$ cat config.mk
export PLATFORM = sky130hd
export DESIGN_NAME = fft_bin_ram_writer
export DESIGN_NICKNAME = d
export VERILOG_FILES = /design/src/rtl/fft_vga_pkg.sv /design/src/rtl/fft_bin_scale_clamp.sv /design/src/rtl/fft_bin_ram_writer.sv
export SDC_FILE = /design/constraint.sdc
export NUM_CORES = 1
export LEC_CHECK = 0
export BUFFER_PORTS_ARGS = -buffer_cell sky130_fd_sc_hd__buf_2
export CAP_MARGIN = 20
export CORE_ASPECT_RATIO = 0.9
export CORE_MARGIN = 2
export CORE_UTILIZATION = 48
export DETAILED_ROUTE_END_ITERATION = 16
export HOLD_SLACK_MARGIN = 0.15
export PLACE_DENSITY = 0.79
export SKIP_CTS_REPAIR_TIMING = 1
export SLEW_MARGIN = 10
export SYNTH_ARGS = -nofsm -noshare
export SYNTH_HDL_FRONTEND = slang
export SYNTH_SLANG_ARGS = --single-unit
$ cat constraint.sdc
create_clock -name clk -period 3.7 [get_ports clk]
set_clock_uncertainty 0.05 [all_clocks]
set_input_delay 0.74 -clock clk [delete_from_list [all_inputs] [get_ports clk]]
set_output_delay 0.74 -clock clk [all_outputs]
set_load 0.02 [all_outputs]
$ cat src/rtl/fft_vga_pkg.sv
// fft_vga_pkg
//   Shared types and constants for the FFT-to-spectrum-RAM path.
//   - state_t      : writer FSM states (IDLE, FILL, DRAIN)
//   - NUM_BINS_DEF : default bins per frame / RAM depth
//   - MAX_VAL_DEF  : default clamp ceiling (display bar height in pixels)
//   - BE_ALL       : full-word byteenable used on every RAM write
package fft_vga_pkg;

  typedef enum logic [1:0] {
    IDLE  = 2'd0,
    FILL  = 2'd1,
    DRAIN = 2'd2
  } state_t;

  localparam int          NUM_BINS_DEF = 1024;
  localparam int          MAX_VAL_DEF  = 479;
  localparam logic [3:0]  BE_ALL       = 4'hF;

endpackage

$ cat src/rtl/fft_bin_scale_clamp.sv
// fft_bin_scale_clamp
//   Combinational scale-and-saturate of one FFT magnitude bin:
//   clamped = min(in_data >> SHIFT, MAX_VAL), zero-extended to 32 bits.
//   Ports:
//     in_data [IN_W-1:0] : raw bin magnitude
//     clamped [31:0]     : scaled and saturated value
module fft_bin_scale_clamp #(
  parameter int IN_W    = 32,
  parameter int SHIFT   = 8,
  parameter int MAX_VAL = 479
) (
  input  logic [IN_W-1:0] in_data,
  output logic [31:0]     clamped
);

  logic [IN_W-1:0] scaled;

  assign scaled  = in_data >> SHIFT;
  assign clamped = (scaled > IN_W'(MAX_VAL)) ? 32'(MAX_VAL) : 32'(scaled);

endmodule

$ cat src/rtl/fft_bin_ram_writer.sv
// fft_bin_ram_writer
//   Takes a valid/ready FFT magnitude stream framed by sop/eop, scales and
//   clamps each bin and writes it into the spectrum RAM write slave, one
//   registered write per accepted bin (write appears the cycle after accept).
//   Optional feature macro: FFT_BIN_PEAK_HOLD_EN (per-frame peak value/index).
//   Ports:
//     clk, reset_n (sync, active low)
//     in_valid/in_ready/in_data/in_sop/in_eop : input bin stream
//     freeze        : hold off new frames while idle (ignored mid-frame)
//     ram_*         : RAM write slave (address, chipselect, write, be, data)
//     frame_done    : one-cycle pulse with the frame's last write
//     frame_err     : sticky framing error, cleared by err_clr
//     frame_count   : completed frames (wraps)
//     peak_val/peak_idx (FFT_BIN_PEAK_HOLD_EN only): last frame's peak
module fft_bin_ram_writer
  import fft_vga_pkg::*;
#(
  parameter int NUM_BINS = NUM_BINS_DEF,
  parameter int ADDR_W   = 10,
  parameter int IN_W     = 32,
  parameter int SHIFT    = 8,
  parameter int MAX_VAL  = MAX_VAL_DEF
) (
  input  logic              clk,
  input  logic              reset_n,
  input  logic              in_valid,
  output logic              in_ready,
  input  logic [IN_W-1:0]   in_data,
  input  logic              in_sop,
  input  logic              in_eop,
  input  logic              freeze,
  output logic [ADDR_W-1:0] ram_address,
  output logic              ram_chipselect,
  output logic              ram_write,
  output logic [3:0]        ram_byteenable,
  output logic [31:0]       ram_writedata,
  output logic              frame_done,
  output logic              frame_err,
  input  logic              err_clr,
  output logic [15:0]       frame_count
`ifdef FFT_BIN_PEAK_HOLD_EN
  ,
  output logic [31:0]       peak_val,
  output logic [ADDR_W-1:0] peak_idx
`endif
);

  localparam logic [ADDR_W-1:0] LAST_IDX = ADDR_W'(NUM_BINS - 1);

  state_t            state, state_next;
  logic [ADDR_W-1:0] index, index_next;
  logic              accept;
  logic              wr_next;
  logic              done_next;
  logic              err_set;
  logic [ADDR_W-1:0] addr_next;
  logic [31:0]       clamped;

  assign accept = in_valid & in_ready;

  fft_bin_scale_clamp #(
    .IN_W   (IN_W),
    .SHIFT  (SHIFT),
    .MAX_VAL(MAX_VAL)
  ) u_scale (
    .in_data(in_data),
    .clamped(clamped)
  );

  // State register
  always_ff @(posedge clk) begin
    if (!reset_n) begin
      state <= IDLE;
      index <= '0;
    end else begin
      state <= state_next;
      index <= index_next;
    end
  end

  // Next-state and per-bin write decision
  always_comb begin
    state_next = state;
    index_next = index;
    wr_next    = 1'b0;
    done_next  = 1'b0;
    err_set    = 1'b0;
    addr_next  = index;
    if (accept) begin
      case (state)
        IDLE, DRAIN: begin
          // A sop starts a frame from either state; other bins are dropped.
          if (in_sop) begin
            wr_next   = 1'b1;
            addr_next = '0;
            if (in_eop) begin
              done_next  = 1'b1;
              state_next = IDLE;
              index_next = '0;
            end else begin
              index_next = ADDR_W'(1);
              state_next = FILL;
            end
          end else if (state == DRAIN && in_eop) begin
            state_next = IDLE;
          end
        end
        FILL: begin
          wr_next = 1'b1;
          if (in_sop) begin
            // Restart: the interrupted frame is neither done nor counted.
            err_set   = 1'b1;
            addr_next = '0;
            if (in_eop) begin
              done_next  = 1'b1;
              state_next = IDLE;
              index_next = '0;
            end else begin
              index_next = ADDR_W'(1);
            end
          end else if (in_eop) begin
            done_next  = 1'b1;
            err_set    = (index != LAST_IDX);
            state_next = IDLE;
            index_next = '0;
          end else if (index == LAST_IDX) begin
            // RAM full without eop: close the frame, swallow the excess.
            done_next  = 1'b1;
            err_set    = 1'b1;
            state_next = DRAIN;
            index_next = '0;
          end else begin
            index_next = index + ADDR_W'(1);
          end
        end
        default: state_next = IDLE;
      endcase
    end
  end

  // Output decode: frames are atomic, so freeze only gates IDLE.
  always_comb begin
    in_ready = reset_n & ((state != IDLE) | ~freeze);
  end

  // Registered RAM port and status
  always_ff @(posedge clk) begin
    if (!reset_n) begin
      ram_address    <= '0;
      ram_chipselect <= 1'b0;
      ram_write      <= 1'b0;
      ram_byteenable <= 4'h0;
      ram_writedata  <= '0;
      frame_done     <= 1'b0;
      frame_err      <= 1'b0;
      frame_count    <= '0;
    end else begin
      ram_chipselect <= wr_next;
      ram_write      <= wr_next;
      ram_byteenable <= wr_next ? BE_ALL : 4'h0;
      if (wr_next) begin
        ram_address   <= addr_next;
        ram_writedata <= clamped;
      end
      frame_done <= done_next;
      if (done_next) begin
        frame_count <= frame_count + 16'd1;
      end
      // A new error beats a simultaneous clear.
      frame_err <= err_set | (frame_err & ~err_clr);
    end
  end

`ifdef FFT_BIN_PEAK_HOLD_EN
  logic [31:0]       run_val;
  logic [ADDR_W-1:0] run_idx;
  logic [31:0]       cand_val;
  logic [ADDR_W-1:0] cand_idx;

  // Address 0 is only ever written at frame start, so it reseeds the max.
  // Strict greater-than keeps the lower index on ties.
  always_comb begin
    cand_val = run_val;
    cand_idx = run_idx;
    if (addr_next == '0) begin
      cand_val = clamped;
      cand_idx = '0;
    end else if (clamped > run_val) begin
      cand_val = clamped;
      cand_idx = addr_next;
    end
  end

  always_ff @(posedge clk) begin
    if (!reset_n) begin
      run_val  <= '0;
      run_idx  <= '0;
      peak_val <= '0;
      peak_idx <= '0;
    end else begin
      if (wr_next) begin
        run_val <= cand_val;
        run_idx <= cand_idx;
      end
      if (done_next) begin
        peak_val <= cand_val;
        peak_idx <= cand_idx;
      end
    end
  end
`endif

endmodule

* After elaboration in Yosys (flattened, before gate mapping)
Index checks and enable logic that the tools add are counted.
Storage, ports and cells: register bits 77, bits of input ports 39, output and inout port bits 67, word-level logic and storage cells 68
Cells by class: add/sub/neg operators 2, $lt $le $gt $ge 1, equality and inequality tests 8, multiplexer cells 33, bitwise logic cells 7, reduce and logical (&&, ||, !) cells 8
Operator list (count):
- 10-bit 2-to-1 mux | 7
- 24-bit by 9-bit greater-than comparator with 1-bit output, second input constant | 1
- 24-bit 2-to-1 mux | 1
- 10-bit one-hot mux with 2 select lines | 1
- 16-bit by 1-bit adder with 16-bit output, second input constant | 1
- 1-bit 2-to-1 mux | 14
- 2-bit 2-to-1 mux | 6
- 10-bit by 1-bit adder with 10-bit output, second input constant | 1
- 10-bit == test, second input constant | 1
- 10-bit inequality test, second input constant | 1
- 3-bit inequality test, second input constant | 3
- 4-bit 2-to-1 mux | 1
- 1-bit one-hot mux with 2 select lines | 2
- 2-bit one-hot mux with 2 select lines | 1
- 4-bit AND reduction | 1
- 2-bit nonzero test | 2
- 1-bit AND | 3
- 3-bit AND reduction | 1
- 3-bit OR reduction | 1
- 2-bit by 1-bit == test with 1-bit output, second input constant | 1
- 2-bit == test, second input constant | 1
- 2-bit zero test | 1
- 2-bit inequality test, second input constant | 1
- 1-bit NOT | 2
- other kinds (3) | 4

* Logic depth before layout (Yosys ltp)
depth after elaboration 7, mapped depth 10, depth with buffers taken out 8

* Modules after synthesis
A second synthesis with hierarchy kept.
Second synthesis, totals: cells, all modules 416, area total of the unflattened synthesis 3460.8 um^2
Modules (own cells, without submodules):
- fft_bin_ram_writer | instances 1, cells an instance 368, area an instance 3153.0 um^2, sequential area each 1461.4 um^2
- fft_bin_scale_clamp | instances 1, cells an instance 48, area an instance 307.8 um^2, sequential area each 0.0 um^2

* Worst setup path after synthesis
No wires, ideal clock.
path type reg2reg, start point reg index[0], end point reg frame_count[14], library setup time 70 ps, data arrival time 2622 ps, data required time 3580 ps, setup slack 958 ps, cell stages (with the launch flop) 10, buffers on the path 1, clock period less this slack 2742 ps, cell sequence dfxtp_1 -> ha_1 -> and3_1 -> nand4_1 -> ha_1 -> or3b_1 -> a2111o_1 -> buf_2 -> or4_1 -> a21oi_1
On the way: longest elaborated chain between the ends 6
Ends and longest elaborated chain:
- start: declaration | line fft_bin_ram_writer.sv:51 | logic [ADDR_W-1:0] index, index_next;
- start signal: assignment | line fft_bin_ram_writer.sv:77 | index <= index_next;
- 10-bit == test | line fft_bin_ram_writer.sv:126 | end else if (index == LAST_IDX) begin
- 1-bit 2-to-1 mux | line fft_bin_ram_writer.sv:126
- 1-bit 2-to-1 mux | line fft_bin_ram_writer.sv:121 | end else if (in_eop) begin
- 1-bit 2-to-1 mux | line fft_bin_ram_writer.sv:110 | if (in_sop) begin
- 1-bit one-hot mux with 2 select lines | line fft_bin_ram_writer.sv:90 | case (state)
- 1-bit 2-to-1 mux | line fft_bin_ram_writer.sv:89 | if (accept) begin
- end signal: assignment | line fft_bin_ram_writer.sv:167 | frame_count <= frame_count + 16'd1;
- end: declaration | line fft_bin_ram_writer.sv:40 | output logic [15:0] frame_count
No other way between the ends. A chain may end at the register's enable or synchronous reset.

* Worst setup path in the final report
start point reg index[0], end point reg frame_count[6]
Same word-level chain as after synthesis.

==> results.tsv <==
stage	metric	value	unit
outcome	status	completed	
power_and_ir_drop	Leak	1.432	nW
synthesis	post-synthesis average cell area	9.027	um^2
worst_setup_path	reg2reg end	frame_count[6]$_SDFFE_PN0P_	
placement	DP Wirelength	4.270	mm
worst_setup_path	CP top delay family	simple AND/OR/NAND/NOR gates	
grt	vias in the first global route	2242	
grt	pin count of the biggest net entering global routing	30	
floorplan	core area	5595	um^2
floorplan	die height	75.61	um
synthesis	Yosys cell types	45	
clock_network	CTS tree	yes	
min_path	Hold Path Class	reg -> reg	
worst_setup_path	Setup crit end kind	flop	
route	via/cell ratio	5.502	
layout	layout cell share with drive strength beyond 1	29.38	%
worst_setup_path	Worst Path Required	3920	ps
min_path	hold path endpoint	ram_address[0]$_SDFFE_PN0P_	
timing	final hold violations	0	
synthesis	Post-synth EDFFs	0	
timing	final number of setup-violating endpoints	0	
floorplan	Cell Rows	26	
worst_setup_path	CP arrival	3500	ps
grt	GRT Residual Overflow	0	
worst_setup_path	Worst path max stage delay	760	ps
clock_network	total CTS buffers	9	
grt	first-pass GRT wire length	10.25	mm
route	DRC viols	0	
worst_setup_path	CP Cell Sequence	ha_1 -> and3_1 -> nand4_1 -> ha_1 -> or3b_1 -> a2111o_1 -> or4_1 -> a21oi_1	
synthesis	asr flop ratio synth	0	%
route	final antenna-violating net count	0	
route	Routed WL	6.192	mm
route	Via Count	2520	
min_path	Hold Crit Start	ram_address[0]$_SDFFE_PN0P_	
placement	pre-CTS setup slack	447.7	ps
timing	unrepaired setup endpoints after global routing	no	
layout	nets@finish	426	
grt	GR Util All Layers	20.15	%
layout	most frequent cells in the layout	buf_2, dfxtp_1, a21oi_1, nand2_1, nand3_1	
worst_setup_path	Reg2Reg Depth	8	
timing	max_slew headroom	43.82	%
timing	PnR worst setup slack	415.3	ps
worst_setup_path	critical path fanouts, max	29	
route	1st-pass router iterations	4	
floorplan	Starting Density	48.88	%
synthesis	largest family of logic cells by synthesized area	simple AND/OR/NAND/NOR gates	
worst_setup_path	most used cell, CP	ha_1	
timing	max-slew violations	0	
timing	Worst Max-Slew Pin Slew	842.7	ps
worst_setup_path	CP Class	reg -> reg	
synthesis	mapped cell area	2735	um^2
synthesis	register area share after synthesis	47.58	%
power_and_ir_drop	PwrDens	415.7	nW/um^2
clock_network	worst skew pair latency	340	ps
worst_setup_path	Slowest cell on crit path	a2111o_1	
timing	Peak Freq	0.3044	GHz
timing	fin crit period	3285	ps
layout	most common cell after layout, fill and taps aside	buf_2	
synthesis	Post-Synth XOR/XNOR Area	0.3202	%
route	Initial DRC Count	109	
clock_network	clk buf depth	2	
floorplan	# IOs	106	
worst_setup_path	Worst R2R Setup Slack	420	ps
placement	# port buffers	89	
clock_network	Clk pin slew, worst setup/hold paths	70	ps
timing	post-route setup TNS	0	ps
synthesis	mux contribution to synthesized area	1.098	%
synthesis	Primary FF master, synth	dfxtp_1	
layout	Ant. Diodes	0	
worst_setup_path	critical path launch point type	flop	
synthesis	Post-Synth Adder-Cell Area	1.372	%
worst_setup_path	buffers plus inverters on the worst setup path	0	
synthesis	Gate Count Post-Synth	303	
min_path	worst hold path depth	2	
synthesis	Synth Area in Simple Gates	24.47	%
floorplan	die area	6319	um^2
run	Max Cap Violations	0	
route	routed len/inst	13.52	um
power_and_ir_drop	Peak VDD IR	0.0002722	V
worst_setup_path	reg2reg start	index[0]$_SDFFE_PN0P_	
clock_network	clk root buf	clkbuf_8	
layout	Final Core Density	59.64	%
layout	area delta synth->final	22.00	%
timing	Final period util	88.78	%
clock_network	H-tree depth	3	
synthesis	Synth Area in Compound Gates	17.52	%
placement	gp weighted congestion	0.8241	
clock_network	clk sinks	65	
grt	initial antenna violation count	0	
synthesis	count of state elements after synthesis	65	
synthesis	yosys warns	0	
floorplan	DIE WIDTH	83.57	um
-- final cells by class --
class	count	area, um^2
inverters	10	37.54
clock buffers	12	155.1
fillers	495	2258
flip-flops and latches	65	1301
multi-input cells	207	1255
repair buffers	91	460.4
well taps	70	87.58
clock inverters	3	40.04
-- worst max-delay path by stage --
stage | slack [ps] | endpoint | start | cells after the start
2_1_floorplan | 960 | frame_count[14]$_SDFFE_PN0P_ | index[0]$_SDFFE_PN0P_ | 9
3_3_place_gp | 520 | frame_count[6]$_SDFFE_PN0P_ | index[0]$_SDFFE_PN0P_ | 8
3_5_place_dp | 450 | frame_count[6]$_SDFFE_PN0P_ | index[0]$_SDFFE_PN0P_ | 8
4_1_cts | 420 | frame_count[12]$_SDFFE_PN0P_ | index[0]$_SDFFE_PN0P_ | 8
5_1_grt | 80 | frame_count[11]$_SDFFE_PN0P_ | index[0]$_SDFFE_PN0P_ | 8
6_report | 420 | frame_count[6]$_SDFFE_PN0P_ | index[0]$_SDFFE_PN0P_ | 8
-- state kept, by name (all words and copies together), names as in the netlist --
| signal | count |
|---|---|
| ram_writedata | 24 |
| index | 10 |
| ram_byteenable | 1 |
| ram_address | 10 |
| state | 2 |
| frame_done | 1 |
| frame_count | 16 |
| frame_err | 1 |
-- worst reg2reg max path, stage by stage, from the launching register on --
cell and delay [ps]:
dfxtp_1 400, ha_1 260, and3_1 180, nand4_1 170
ha_1 270, or3b_1 350, a2111o_1 760, or4_1 630
a21oi_1 150
-- through the flow --
stage / area [um^2] / cells / power, mW / hold WS, ps
3_3_place_gp: 3142 / 443 / 0.8034 / 386.9
4_1_cts: 3337 / 458 / 1.398 / 402.6
3_5_place_dp: 3142 / 443 / 0.8053 / 389.8
2_1_floorplan: 2761 / 310 / 0.7825 / 410.6
6_report: 3337 / 458 / 1.387 / 400.6
5_1_grt: 3337 / 458 / 1.437 / 417.8
-- where the power goes --
part / switching, mW / total (mW) / internal (mW)
clock: 0.256 / 0.598 / 0.342
combinational: 0.0533 / 0.0804 / 0.0271
sequential: 0.00402 / 0.709 / 0.705
-- cell usage after synthesis (all sizes together) (2+ instances only) --
cell,n,area share [%]
o31ai,12,3.3
o21a,2,0.55
nand3,21,3.8
or3,6,1.4
nor2,8,1.1
nor4,5,1.1
nand2,28,3.8
mux2i,3,1.1
and3,3,0.69
ha,3,1.4
inv,9,1.2
or4,12,3.3
nor3,2,0.37
dfxtp,65,48
and4,3,0.96
o21ai,8,1.5
a31oi,2,0.46
a21oi,30,5.5
nand4,6,1.4
nand2b,5,1.1
and2,17,3.9
buf,21,5.2
clkbuf,7,0.96
o221a,8,3.3
-- cell families (layout without fill, tap and decap cells) --
group,after synthesis,count (layout)
compound gates,71,71
xor+xnor,1,1
fa+ha+maj,3,3
buf+inv,38,116
flops,65,65
mux,3,3
other cells,1,8
simple gates,121,121
-- per-layer routing --
metal / track usage [%] / wire length, um
met1: 24.38 / 2775
met2: 33.78 / 2835
met3: 7.584 / 493
met4: 6.989 / 87
met5: 0 / 0
No activity file was read; power rests on OpenSTA's default activity.
